**src/rtl/map_server.sv**
```systemverilog
`default_nettype none
// ============================================================================
// Module      : map_server
// Description : Tile map for a 40x30 playfield with 2-bit cells
//               (0 empty, 1 brick, 2 steel). A two-state FSM (LOAD/SERVE)
//               builds the default map one row per cycle. A VGA read port
//               answers o_is_wall with one cycle of latency. A valid/ready
//               game-logic port returns the cell kind and optionally
//               destroys bricks.
// Revision    : 1.0 - initial release
// ----------------------------------------------------------------------------
// Ports
//   clk, rst                 : clock, synchronous active-high reset
//   i_request_x/i_request_y  : VGA lookup coordinates (6 bits each)
//   o_is_wall                : cell != empty for the previous-cycle lookup
//   i_reload                 : one-cycle pulse, rebuilds the default map
//   i_req_valid/x/y/hit      : game-logic query; hit requests damage
//   o_req_ready              : high while in SERVE
//   o_rsp_valid/o_rsp_kind   : one-cycle response carrying the pre-damage kind
//   o_loading                : high while in LOAD
//   o_brick_count            : number of brick cells currently in the map
// Configuration
//   DESTRUCTIBLE_WALL_EN     : when defined, hits on brick cells clear them
// ============================================================================
module map_server (
    input  logic        clk,
    input  logic        rst,
    input  logic [5:0]  i_request_x,
    input  logic [5:0]  i_request_y,
    output logic        o_is_wall,
    input  logic        i_reload,
    input  logic        i_req_valid,
    input  logic [5:0]  i_req_x,
    input  logic [5:0]  i_req_y,
    input  logic        i_req_hit,
    output logic        o_req_ready,
    output logic        o_rsp_valid,
    output logic [1:0]  o_rsp_kind,
    output logic        o_loading,
    output logic [10:0] o_brick_count
);

    localparam int          c_COLS     = 40;
    localparam int          c_ROWS     = 30;
    localparam logic [4:0]  c_LAST_ROW = 5'd29;
    localparam logic [10:0] c_ROW_BRICKS = 11'd6;  // bricks at x = 3,9,..,33

    typedef enum logic [0:0] {
        LOAD  = 1'b0,
        SERVE = 1'b1
    } state_t;

    state_t      r_state;
    state_t      w_state_next;
    logic [4:0]  r_row;
    logic [10:0] r_brick_count;
    logic        r_is_wall;
    logic        r_rsp_valid;
    logic [1:0]  r_rsp_kind;

    logic [1:0]  r_grid [0:c_ROWS-1][0:c_COLS-1];

    logic [1:0]  w_vga_cell;
    logic [1:0]  w_req_cell;
    logic [1:0]  w_row_data [0:c_COLS-1];
    logic        w_row_brick;
    logic        w_row_border;
    logic        w_accept;
    logic        w_load_wr;
    logic        w_damage;

    // Coordinates outside the playfield read as steel.
    always_comb begin
        w_vga_cell = 2'd2;
        if (i_request_x < 6'd40 && i_request_y < 6'd30)
            w_vga_cell = r_grid[i_request_y[4:0]][i_request_x];
    end

    always_comb begin
        w_req_cell = 2'd2;
        if (i_req_x < 6'd40 && i_req_y < 6'd30)
            w_req_cell = r_grid[i_req_y[4:0]][i_req_x];
    end

    // Default map contents for the row currently being loaded.
    always_comb begin
        w_row_border = (r_row == 5'd0) || (r_row == c_LAST_ROW);
        w_row_brick  = !w_row_border && ((r_row % 5'd6) != 5'd0);
        for (int x = 0; x < c_COLS; x++) begin
            w_row_data[x] = 2'd0;
            if (w_row_border || x == 0 || x == c_COLS - 1)
                w_row_data[x] = 2'd2;
            else if ((x % 6) == 3 && w_row_brick)
                w_row_data[x] = 2'd1;
        end
    end

    assign w_accept  = i_req_valid && (r_state == SERVE);
    assign w_load_wr = (r_state == LOAD) && !i_reload;

`ifdef DESTRUCTIBLE_WALL_EN
    // A kind of 1 implies an in-range coordinate, so no extra bounds check.
    assign w_damage = w_accept && i_req_hit && (w_req_cell == 2'd1);
`else
    logic w_unused_hit;
    assign w_unused_hit = i_req_hit;
    assign w_damage     = 1'b0;
`endif

    // FSM: state register
    always_ff @(posedge clk) begin
        if (rst)
            r_state <= LOAD;
        else
            r_state <= w_state_next;
    end

    // FSM: next state. A reload during LOAD stays in LOAD (row restarts).
    always_comb begin
        w_state_next = r_state;
        case (r_state)
            LOAD:    if (!i_reload && r_row == c_LAST_ROW) w_state_next = SERVE;
            SERVE:   if (i_reload) w_state_next = LOAD;
            default: w_state_next = LOAD;
        endcase
    end

    // Row counter, brick counter and registered outputs.
    always_ff @(posedge clk) begin
        if (rst) begin
            r_row         <= 5'd0;
            r_brick_count <= 11'd0;
            r_is_wall     <= 1'b0;
            r_rsp_valid   <= 1'b0;
            r_rsp_kind    <= 2'd0;
        end else begin
            r_is_wall   <= (w_vga_cell != 2'd0);
            r_rsp_valid <= w_accept;
            if (w_accept)
                r_rsp_kind <= w_req_cell;

            if (i_reload) begin
                r_row         <= 5'd0;
                r_brick_count <= 11'd0;
            end else if (r_state == LOAD) begin
                r_row         <= (r_row == c_LAST_ROW) ? 5'd0 : r_row + 5'd1;
                r_brick_count <= r_brick_count + (w_row_brick ? c_ROW_BRICKS : 11'd0);
            end else if (w_damage && r_brick_count != 11'd0) begin
                r_brick_count <= r_brick_count - 11'd1;
            end
        end
    end

    // Grid storage: whole-row writes in LOAD, single-cell clears in SERVE.
    // The VGA read above sees the pre-write contents in a collision cycle.
    always_ff @(posedge clk) begin
        if (!rst) begin
            if (w_load_wr) begin
                for (int x = 0; x < c_COLS; x++)
                    r_grid[r_row][x] <= w_row_data[x];
            end else if (w_damage) begin
                r_grid[i_req_y[4:0]][i_req_x] <= 2'd0;
            end
        end
    end

    assign o_is_wall     = r_is_wall;
    assign o_req_ready   = (r_state == SERVE);
    assign o_rsp_valid   = r_rsp_valid;
    assign o_rsp_kind    = r_rsp_kind;
    assign o_loading     = (r_state == LOAD);
    assign o_brick_count = r_brick_count;

endmodule
`default_nettype wire

```
**config.mk**
```make
export PLATFORM = sky130hd
export DESIGN_NAME = map_server
export DESIGN_NICKNAME = d
export VERILOG_FILES = /design/src/rtl/map_server.sv
export SDC_FILE = /design/constraint.sdc
export NUM_CORES = 1
export LEC_CHECK = 0
export CORE_MARGIN = 1
export CORE_UTILIZATION = 46
export CTS_CLUSTER_DIAMETER = 30
export CTS_CLUSTER_SIZE = 24
export DETAILED_ROUTE_END_ITERATION = 8
export GPL_TIMING_DRIVEN = 0
export PLACE_DENSITY = 0.71
export SYNTH_ARGS = -nofsm -noshare
export SYNTH_HDL_FRONTEND = slang
export SYNTH_SLANG_ARGS = --single-unit
```
**constraint.sdc**
```tcl
create_clock -name clk -period 5.6 [get_ports clk]
set_input_delay 1.12 -clock clk [delete_from_list [all_inputs] [get_ports clk]]
set_output_delay 1.12 -clock clk [all_outputs]
set_load 0.01 [all_outputs]
```
Yosys cells after proc, flatten, opt, wreduce, memory -nomap -nowiden
Memory sizes are Yosys's and may differ from the RTL's.
Cells that the tools add are included.
{"block": "classes", "n_addsub": 2, "n_lt_le_gt_ge": 6, "div": 1, "reduce_logical": 13, "muxes": 19, "eq_ne": 1, "bitwise_logic": 3}
{"op": "$bmux 2 s6", "count": 2}
{"op": "$mux 2", "count": 8}
{"op": "$ge 7x7->1 const B", "count": 2}
{"op": "$not 6->7", "count": 2}
{"op": "$lt 6x5->1 const B", "count": 2}
{"op": "$lt 6x6->1 const B", "count": 2}
{"op": "$add 11x3->11", "count": 1}
{"op": "$logic_and 1x1->1", "count": 6}
{"op": "$mux 1", "count": 6}
{"op": "$add 5x1->5 const B", "count": 1}
{"op": "$eq 5x5->1 const B", "count": 1}
{"op": "$logic_not 5->1", "count": 1}
{"op": "$mod 5x3->5 const B", "count": 1}
{"op": "$mux 5", "count": 1}
{"op": "$reduce_bool 5->1", "count": 1}
{"op": "$mux 3", "count": 1}
{"op": "$logic_not 1->1", "count": 2}
{"op": "$pmux 1 s2", "count": 1}
{"op": "$reduce_bool 2->1", "count": 1}
{"op": "$reduce_or 2->1", "count": 1}
{"op": "$logic_or 1x1->1", "count": 1}
{"op": "$not 1->1", "count": 1}
{"block": "totals", "wordCells": 52, "regBits": 21, "mem_count": 1, "ram_bits": 2280, "output_inout_bits": 17, "inputBits": 29}
{"name": "r_grid", "depth": 30, "word_bits": 76, "rd": 2, "rd_ports_with_merged_regs": 0, "wr": 1, "line": "61", "rtl": "logic [1:0] r_grid [0:c_ROWS-1][0:c_COLS-1];"}

Longest topological paths before layout
Gate-level depths: netlist of the first run.
{"block": "depth", "word_depth": 6, "mapped_depth": 21, "depth_no_buf": 17}

Least setup slack after synthesis of the first run
OpenSTA, ideal clock, no wires.
{"block": "synth_timing", "path_type": "reg-to-reg", "startpoint": "reg r_row[3]", "endpoint": "reg r_brick_count[6] (netlist: o_brick_count[6])", "synth_period_minus_slack_ns": 3.549, "path_buffers": 1, "setup_time_ns": 0.128, "path_slack_ns": 2.051, "arrival_ns": 3.422, "stages_incl_launch_ff": 12, "required_time_ns": 5.472, "cell_sequence": "dfxtp_1 > buf_4 > or3_1 > o21ai_0 > inv_1 > o41a_1 > ha_1 > a21oi_1 > nor2_1 > and3_1 > xnor2_1 > nor2_1"}
{"block": "synth_via", "elab_chain_len": 6, "elab_cells_between_ends": 9, "classes_between": "add/sub (1); div (1); eq/ne (1); mux (1); reduce/logical (5)"}
{"element": "start: declaration", "line": "55", "rtl": "logic [4:0] r_row;"}
{"element": "start signal: assignment", "line": "146", "rtl": "r_row <= (r_row == c_LAST_ROW) ? 5'd0 : r_row + 5'd1;"}
{"element": "$eq 5x5->1 or $logic_not 5->1 (tied branches)", "line": "87", "rtl": "w_row_border = (r_row == 5'd0) || (r_row == c_LAST_ROW);"}
{"element": "$logic_or 1x1->1 *", "line": "87"}
{"element": "net w_row_border", "line": "67", "rtl": "logic w_row_border;"}
{"element": "$logic_not 1->1 *", "line": "88", "rtl": "w_row_brick = !w_row_border && ((r_row % 5'd6) != 5'd0);"}
{"element": "$logic_and 1x1->1 *", "line": "88"}
{"element": "$mux 3 *", "line": "147", "rtl": "r_brick_count <= r_brick_count + (w_row_brick ? c_ROW_BRICKS : 11'd0);"}
{"element": "$add 11x3->11 *", "line": "147"}
{"element": "end signal: assignment", "line": "147"}
{"element": "end signal: assignment", "line": "149", "rtl": "r_brick_count <= r_brick_count - 11'd1;"}
{"element": "end: declaration", "line": "56", "rtl": "logic [10:0] r_brick_count;"}
The timed path passes the listed nets; every way through them passes the cells marked *.
A chain may end at the register's enable or synchronous reset.

Final worst setup path of the first run
{"block": "layout_timing", "startpoint": "reg r_row[4]", "endpoint": "reg r_brick_count[6] (netlist: o_brick_count[6])"}
{"block": "layout_via", "elab_chain_len": 6, "elab_cells_between_ends": 9, "classes_between": "add/sub (1); div (1); eq/ne (1); mux (1); reduce/logical (5)"}
{"element": "parallel branches: the longest is 3 deep, another holds $mod 5x3->5"}
{"element": "$logic_and 1x1->1 *", "line": "88"}
{"element": "$mux 3 *", "line": "147"}
{"element": "$add 11x3->11 *", "line": "147"}
Every way passes the cells marked *.

==> run_results.csv, run 1 <==
group,metric,value,unit
run_status,run_status,"finished clean",
worst_setup_path,worst-endpoint-arrival,4.19,ns
die,initial_utilization,47.5,%
worst_setup_path,cpPeakStageDelay,0.45,ns
yosys,netlist.area_leader.share,41.0,%
cts,numClockSinks,80,
job,max_cap_violations,0,
yosys,syn_area_per_cell,12.2,µm²
yosys,synth_flop_cell,"edfxtp_1",
sta,fin_skew,0.00834,ns
cts,ctsResizeCount,0,
pwr,power_frac_seq,54.6,%
yosys,synthCells,361,
cts,htreeDepth,3,
cells_and_area,area_growth,16.6,%
worst_setup_path,path_class,"flip-flop to flip-flop",
yosys,synth_warnings,0,
placed_design,dp_hpwl,7380,µm
drt,routed_wl,10000,µm
worst_setup_path,crit_chain,"buf_6, nand2b_4, buf_6, or2_2, clkbuf_1, ha_1, clkbuf_1, o211ai_1, o21ai_0, ha_1, o311a_1, o41a_1, ha_1, a21oi_1, nor2_1, and3_1, xnor2_1, nor2_1",
pwr,swShare,26.1,%
pwr,cellPowerDensity,230,mW/mm²
die,die_y,99.7,µm
cts,cts-root-buf,"clkbuf_8",
yosys,syn_area,0.00439,mm²
worst_setup_path,crit_path_start_kind,"flip-flop",
yosys,seq_area_frac_synth,50.2,%
cells_and_area,multiInputGateArea,0.00200,mm²
worst_setup_path,path_common_cell,"ha_1",
placed_design,gp_congestion,0.850,
pwr,p_int,0.000870,W
die,dieArea,0.00994,mm²
grt,antenna_found_initial,0,
pwr,power,0.00118,W
die,io_pins,46,
yosys,yosysTopAreaCell,"edfxtp_1",
cells_and_area,mostFrequentLayoutCells,"edfxtp_1, nor2_1, clkdlybuf4s50_1",
worst_setup_path,ff2ff_setup_slack,1.66,ns
sta,slew_violations,0,
drt,viasPerCell,5.81,
pwr,ir_worst_vdd,0.142,mV
worst_setup_path,worstPathMaxFanout,10,
worst_setup_path,cp-end-kind,"flip-flop",
yosys,ys_types,59,
drt,post_drt_wl_per_cell,18.5,µm
sta,setup_tns,0,ns
grt,grt_max_degree,31,
yosys,synthTopCellsByArea,"edfxtp_1, mux4_2, dfxtp_1, nor2_1, mux2i_1",
drt,firstDrtPassIters,6,
sta,setup_viol,0,
cells_and_area,finalInstanceArea,0.00512,mm²
pwr,combPwrFrac,10.3,%
yosys,syn-num-nets,399,
grt,grt_pass1_vias,3056,
sta,rsz0062_at_grt,"false",
die,core,0.00924,mm²
pwr,pwr-share-clk,35.2,%
cells_and_area,mostFrequentLayoutCell,"edfxtp_1",
cts,cts-hold-fix-buffers,0,
cells_and_area,seq_area,0.00220,mm²
yosys,synth-edff-count,60,
yosys,ys_ff_latch,80,
sta,min_period,3.94,ns
pwr,p_switching,0.000308,W
cells_and_area,final_nets,447,
cells_and_area,fillers,778,
drt,drc,0,
sta,final_hold_viol_count,0,
grt,grt_usage,21.4,%
die,num_rows,35,
sta,timing.slew.headroom,25.7,%
cts,clock_latency,0.36,ns
drt,drtIter0Drc,215,
cts,path_clk_slew,0.09,ns
placed_design,dpl_cell_area,0.00493,mm²
grt,grt_pass1_wl,15900,µm
drt,ant_nets,0,
worst_setup_path,critical_path_required,5.85,ns
cells_and_area,drive_above_1_share,15.5,%
yosys,async_flop_share,0,%
pwr,p_leak,1.67,nW
cts,cts_tree,"built",
sta,fmax,254,MHz
cts,postCtsSetupBuffers,0,
cells_and_area,n_antenna_cell,0,
drt,num_vias,3157,
grt,gr-total-overflow,0,
placed_design,io_buffer_count,36,
die,die_w,99.7,µm
hold_path,min_path_type,"flip-flop to flip-flop",
worst_setup_path,cp_slowest_cell,"o41a_1",
cts,cts_made_buffers,9,
sta,finalCritPeriodShare,70.4,%
sta,tightest_slew,1.11,ns
cts,clk_path_buf_depth,2,
[cell type report]
type,instances,area share [%]
clock inverters,7,1.22
multi-input cells,245,39.1
flip-flops and latches,80,43.0
plain buffers,24,2.62
inverters,12,1.15
clock buffers,9,2.42
well taps,129,3.15
repair buffers,37,7.34
[flip-flops by register name, indices dropped and copies added (netlist names)]
name,cells
o_brick_count,10
o_is_wall,1
o_req_ready,1
o_rsp_kind,2
o_rsp_valid,1
r_grid,60
r_row,5
[logic make-up (layout without fill, tap and decap cells)]
logic type	Yosys count	after routing	synth area share (%)
AOI/OAI and AO/OA	52	52	8.61
xor gates and xnor gates	13	13	2.59
adders and majority gates	9	9	2.74
buffers and inverters	36	89	4.39
DFF	80	80	50.2
muxes	43	43	16.8
other	1	1	0.0854
and+or+nand+nor	127	127	14.6
[power groups by stage]
stage / Combinational (W) / Sequential [W] / Clock, W
after global placement: 0.000116 / 0.000658 / 0
final: 0.000121 / 0.000643 / 0.000414
after CTS: 0.000121 / 0.000643 / 0.000421
after detailed placement: 0.000120 / 0.000657 / 0
after floorplan: 0.0000742 / 0.000657 / 0
after global routing: 0.000131 / 0.000644 / 0.000443
[layer usage]
metal	vias up	GRT usage (%)	share of wire, %	routed length [µm]
met4	0	10.2	2.9	296
li1	1475	-	-	-
met3	26	3.65	6.0	605
met5	-	0	0	0
met1	1531	27.8	43	4350
met2	125	35.1	48	4780
[worst max-delay path: cells and delay by family, from the launching register on]
kind	cells	cell delay [ns]
and+or+nand+nor	5	0.92
DFF	1	0.32
buffers and inverters	4	0.59
xor gates and xnor gates	1	0.11
adders and majority gates	3	0.76
AOI/OAI and AO/OA	5	1.14
[metrics by stage]
| stage | setup slack, ns | hold WS (ns) | instances | utilization (%) |
|---|---|---|---|---|
| finish | 1.66 | 0.495 | 543 | 55.4 |
| global route | 1.30 | 0.536 | 543 | 55.4 |
| CTS | 1.67 | 0.499 | 543 | 55.4 |
| detailed placement | 1.69 | 0.483 | 527 | 53.4 |
| global placement | 0.756 | 0.486 | 526 | 53.1 |
| floorplan | 2.05 | 0.506 | 361 | - |
[synth_stat cells (all sizes together) (2+ instances only)]
cell / count
inv: 11
nand4: 5
xor2: 8
or2: 2
ha: 8
a21oi: 12
o2111ai: 2
nand3: 11
a211oi: 4
o31ai: 2
buf: 14
o21ai: 7
clkbuf: 10
dfxtp: 20
xnor2: 5
nor2: 53
nor3b: 5
mux2: 7
o41a: 2
a2111oi: 4
nand2: 13
mux4: 24
nor3: 6
a211o: 2
nand2b: 3
and3: 7
mux2i: 12
or3: 3
a32oi: 2
nor4: 3
o211ai: 2
o21a: 2
a311oi: 3
nand3b: 5
edfxtp: 60
or3b: 2
nor2b: 5
[final timing paths]
check / start / endpoint / depth (start not counted)
max: r_row[4] / o_brick_count[6] / 18
min: o_rsp_kind[0] / o_rsp_kind[0] / 2
max reg2reg: r_row[4] / o_brick_count[6] / 18
min reg2reg: o_rsp_kind[0] / o_rsp_kind[0] / 2
Note: power is estimated with default switching activity, not from simulation.
==> run 2, diff against run 1 <==
- clock period: 5.6 -> 3.96 ns (I/O delays scaled with it)
==> run_results.csv, run 2 (same netlist as run 1, synthesis figures left out) <==
group,metric,value,unit
run_status,run_status,"finished clean",
die,initial_utilization,47.5,%
sta,hold_slack,0.495,ns
grt,grt_pass1_wl,15900,µm
pwr,cellPowerDensity,325,mW/mm²
grt,grt_max_degree,31,
worst_setup_path,critical_path_required,4.21,ns
worst_setup_path,path_class,"flip-flop to flip-flop",
cells_and_area,drive_above_1_share,16.3,%
placed_design,place_ws,0.0514,ns
die,dieArea,0.00994,mm²
cts,cts-root-buf,"clkbuf_8",
grt,grt_pass1_vias,3056,
cts,numClockSinks,80,
cells_and_area,largest_register,"r_grid",
cts,clock_latency,0.36,ns
placed_design,io_buffer_count,36,
die,die_y,99.7,µm
sta,tightest_slew,1.12,ns
sta,setup_viol,0,
sta,layout_setup_ws,0.375,ns
drt,viasPerCell,5.80,
cts,path_clk_slew,0.09,ns
drt,num_vias,3139,
drt,drtIter0Drc,184,
cells_and_area,largest_reg_flops,60,
worst_setup_path,ff2ff_setup_slack,0.37,ns
worst_setup_path,worstPathMaxFanout,10,
die,core,0.00924,mm²
hold_path,hold_start,"o_rsp_kind[0]",
cells_and_area,n_antenna_cell,0,
sta,finalCritPeriodShare,90.5,%
cells_and_area,final_nets,445,
cts,cts_tree,"built",
hold_path,holdPathStages,2,
cts,cts_made_buffers,9,
cts,clk_path_buf_depth,2,
worst_setup_path,cpPeakStageDelay,0.40,ns
pwr,ir_worst_vdd,0.201,mV
grt,grt_usage,21.4,%
cts,htreeDepth,3,
die,io_pins,46,
die,die_w,99.7,µm
sta,final_hold_viol_count,0,
sta,rsz0062_at_grt,"false",
worst_setup_path,r2r_start,"r_row[4]",
worst_setup_path,crit_chain,"buf_6, nand2b_4, buf_6, or2_2, ha_2, o21ai_1, ha_1, inv_1, o2111ai_1, o311a_1, o41a_1, ha_1, inv_1, fa_1, nor2_1, nand2_1, xor2_1, nor2_1",
worst_setup_path,worstRegToRegCells,18,
worst_setup_path,cp-end-kind,"flip-flop",
worst_setup_path,cp_slowest_cell,"fa_1",
job,max_cap_violations,0,
grt,antenna_found_initial,0,
die,num_rows,35,
sta,min_period,3.59,ns
pwr,p_leak,1.67,nW
placed_design,gp_congestion,0.850,
cells_and_area,mostFrequentLayoutCell,"edfxtp_1",
drt,post_drt_wl_per_cell,18.6,µm
worst_setup_path,worst-endpoint-arrival,3.83,ns
cells_and_area,mostFrequentLayoutCells,"edfxtp_1, nor2_1, clkdlybuf4s50_1",
drt,ant_nets,0,
drt,drc,0,
drt,firstDrtPassIters,5,
placed_design,dp_hpwl,7380,µm
sta,timing.slew.headroom,25.7,%
hold_path,min_path_type,"flip-flop to flip-flop",
sta,setup_tns,0,ns
grt,gr-total-overflow,0,
worst_setup_path,r2r-end,"o_brick_count[7]",
sta,fin_skew,0.00727,ns
cells_and_area,area_growth,16.6,%
sta,fmax,279,MHz
sta,slew_violations,0,
drt,routed_wl,10100,µm
worst_setup_path,crit_path_start_kind,"flip-flop",
hold_path,holdPathEnd,"o_rsp_kind[0]",
[run 2: changes by cell type in the layout (fill, tap and decap cells not counted)]
cell	delta
a21oi_1	-1
nor2_1	-1
ha_1	-1
o21ai_1	+1
a21oi_2	+1
o21ai_0	-1
nor2_2	+1
ha_2	+1
clkbuf_1	-2
[run 2: how the worst max path moves through the flow]
stage | to | cells past startpoint | startpoint
final | o_brick_count[7] | 18 | r_row[4]
after global routing | o_brick_count[5] | 18 | r_row[3]
after CTS | o_brick_count[6] | 18 | r_row[4]
after detailed placement | o_brick_count[6] | 18 | r_row[4]
after global placement | o_brick_count[6] | 11 | r_row[3]
after floorplan | o_brick_count[6] | 11 | r_row[3]
[run 2: final cells by class]
class	count	area [µm²]
tap	129	161
buffer	22	126
clock inverter	7	62.6
timing repair buffer	37	375
multi-input combinational	245	2010
clock buffer	9	124
fill	778	4120
sequential	80	2200
inverter	12	58.8
[run 2: worst max-delay path, delay by kind of cell, from the launching register on]
kind,cells,cell delay [ns]
DFF,1,0.32
buffers and inverters,4,0.37
adders and majority gates,4,1.05
AOI/OAI and AO/OA,4,0.76
xor gates and xnor gates,1,0.14
and+or+nand+nor,5,0.83
[run 2: routing by layer]
metal	track usage, %	vias up	share of wire [%]
li1	-	1475	-
met5	0	-	0
met4	10.2	0	2.6
met1	27.8	1534	44
met2	35.1	108	48
met3	3.65	22	5.3
[run 2: metrics by stage]
stage               util, %  cells  cell area, µm²  power [W]
global placement       53.1    526            4910    0.00109
floorplan                 -    361            4390    0.00103
global route           55.4    541            5120    0.00172
detailed placement     53.4    527            4930    0.00110
finish                 55.4    541            5120    0.00166
CTS                    55.4    543            5120    0.00168
[run 2: where the power goes]
group / total, W / internal (W) / leakage (nW) / switching (W)
sequential: 0.000909 / 0.000906 / 0.698 / 0.00000357
clock: 0.000582 / 0.000243 / 0.0984 / 0.000339
combinational: 0.000171 / 0.0000819 / 0.871 / 0.0000893
[run 2: what timing repair did]
| action | in CTS | in global routing |
|---|---|---|
| buffers inserted | 0 | 0 |
| endpoints found under the setup margin | 0 | 39 |
| hold buffers | 0 | 0 |
| resized for setup | 0 | 4 |
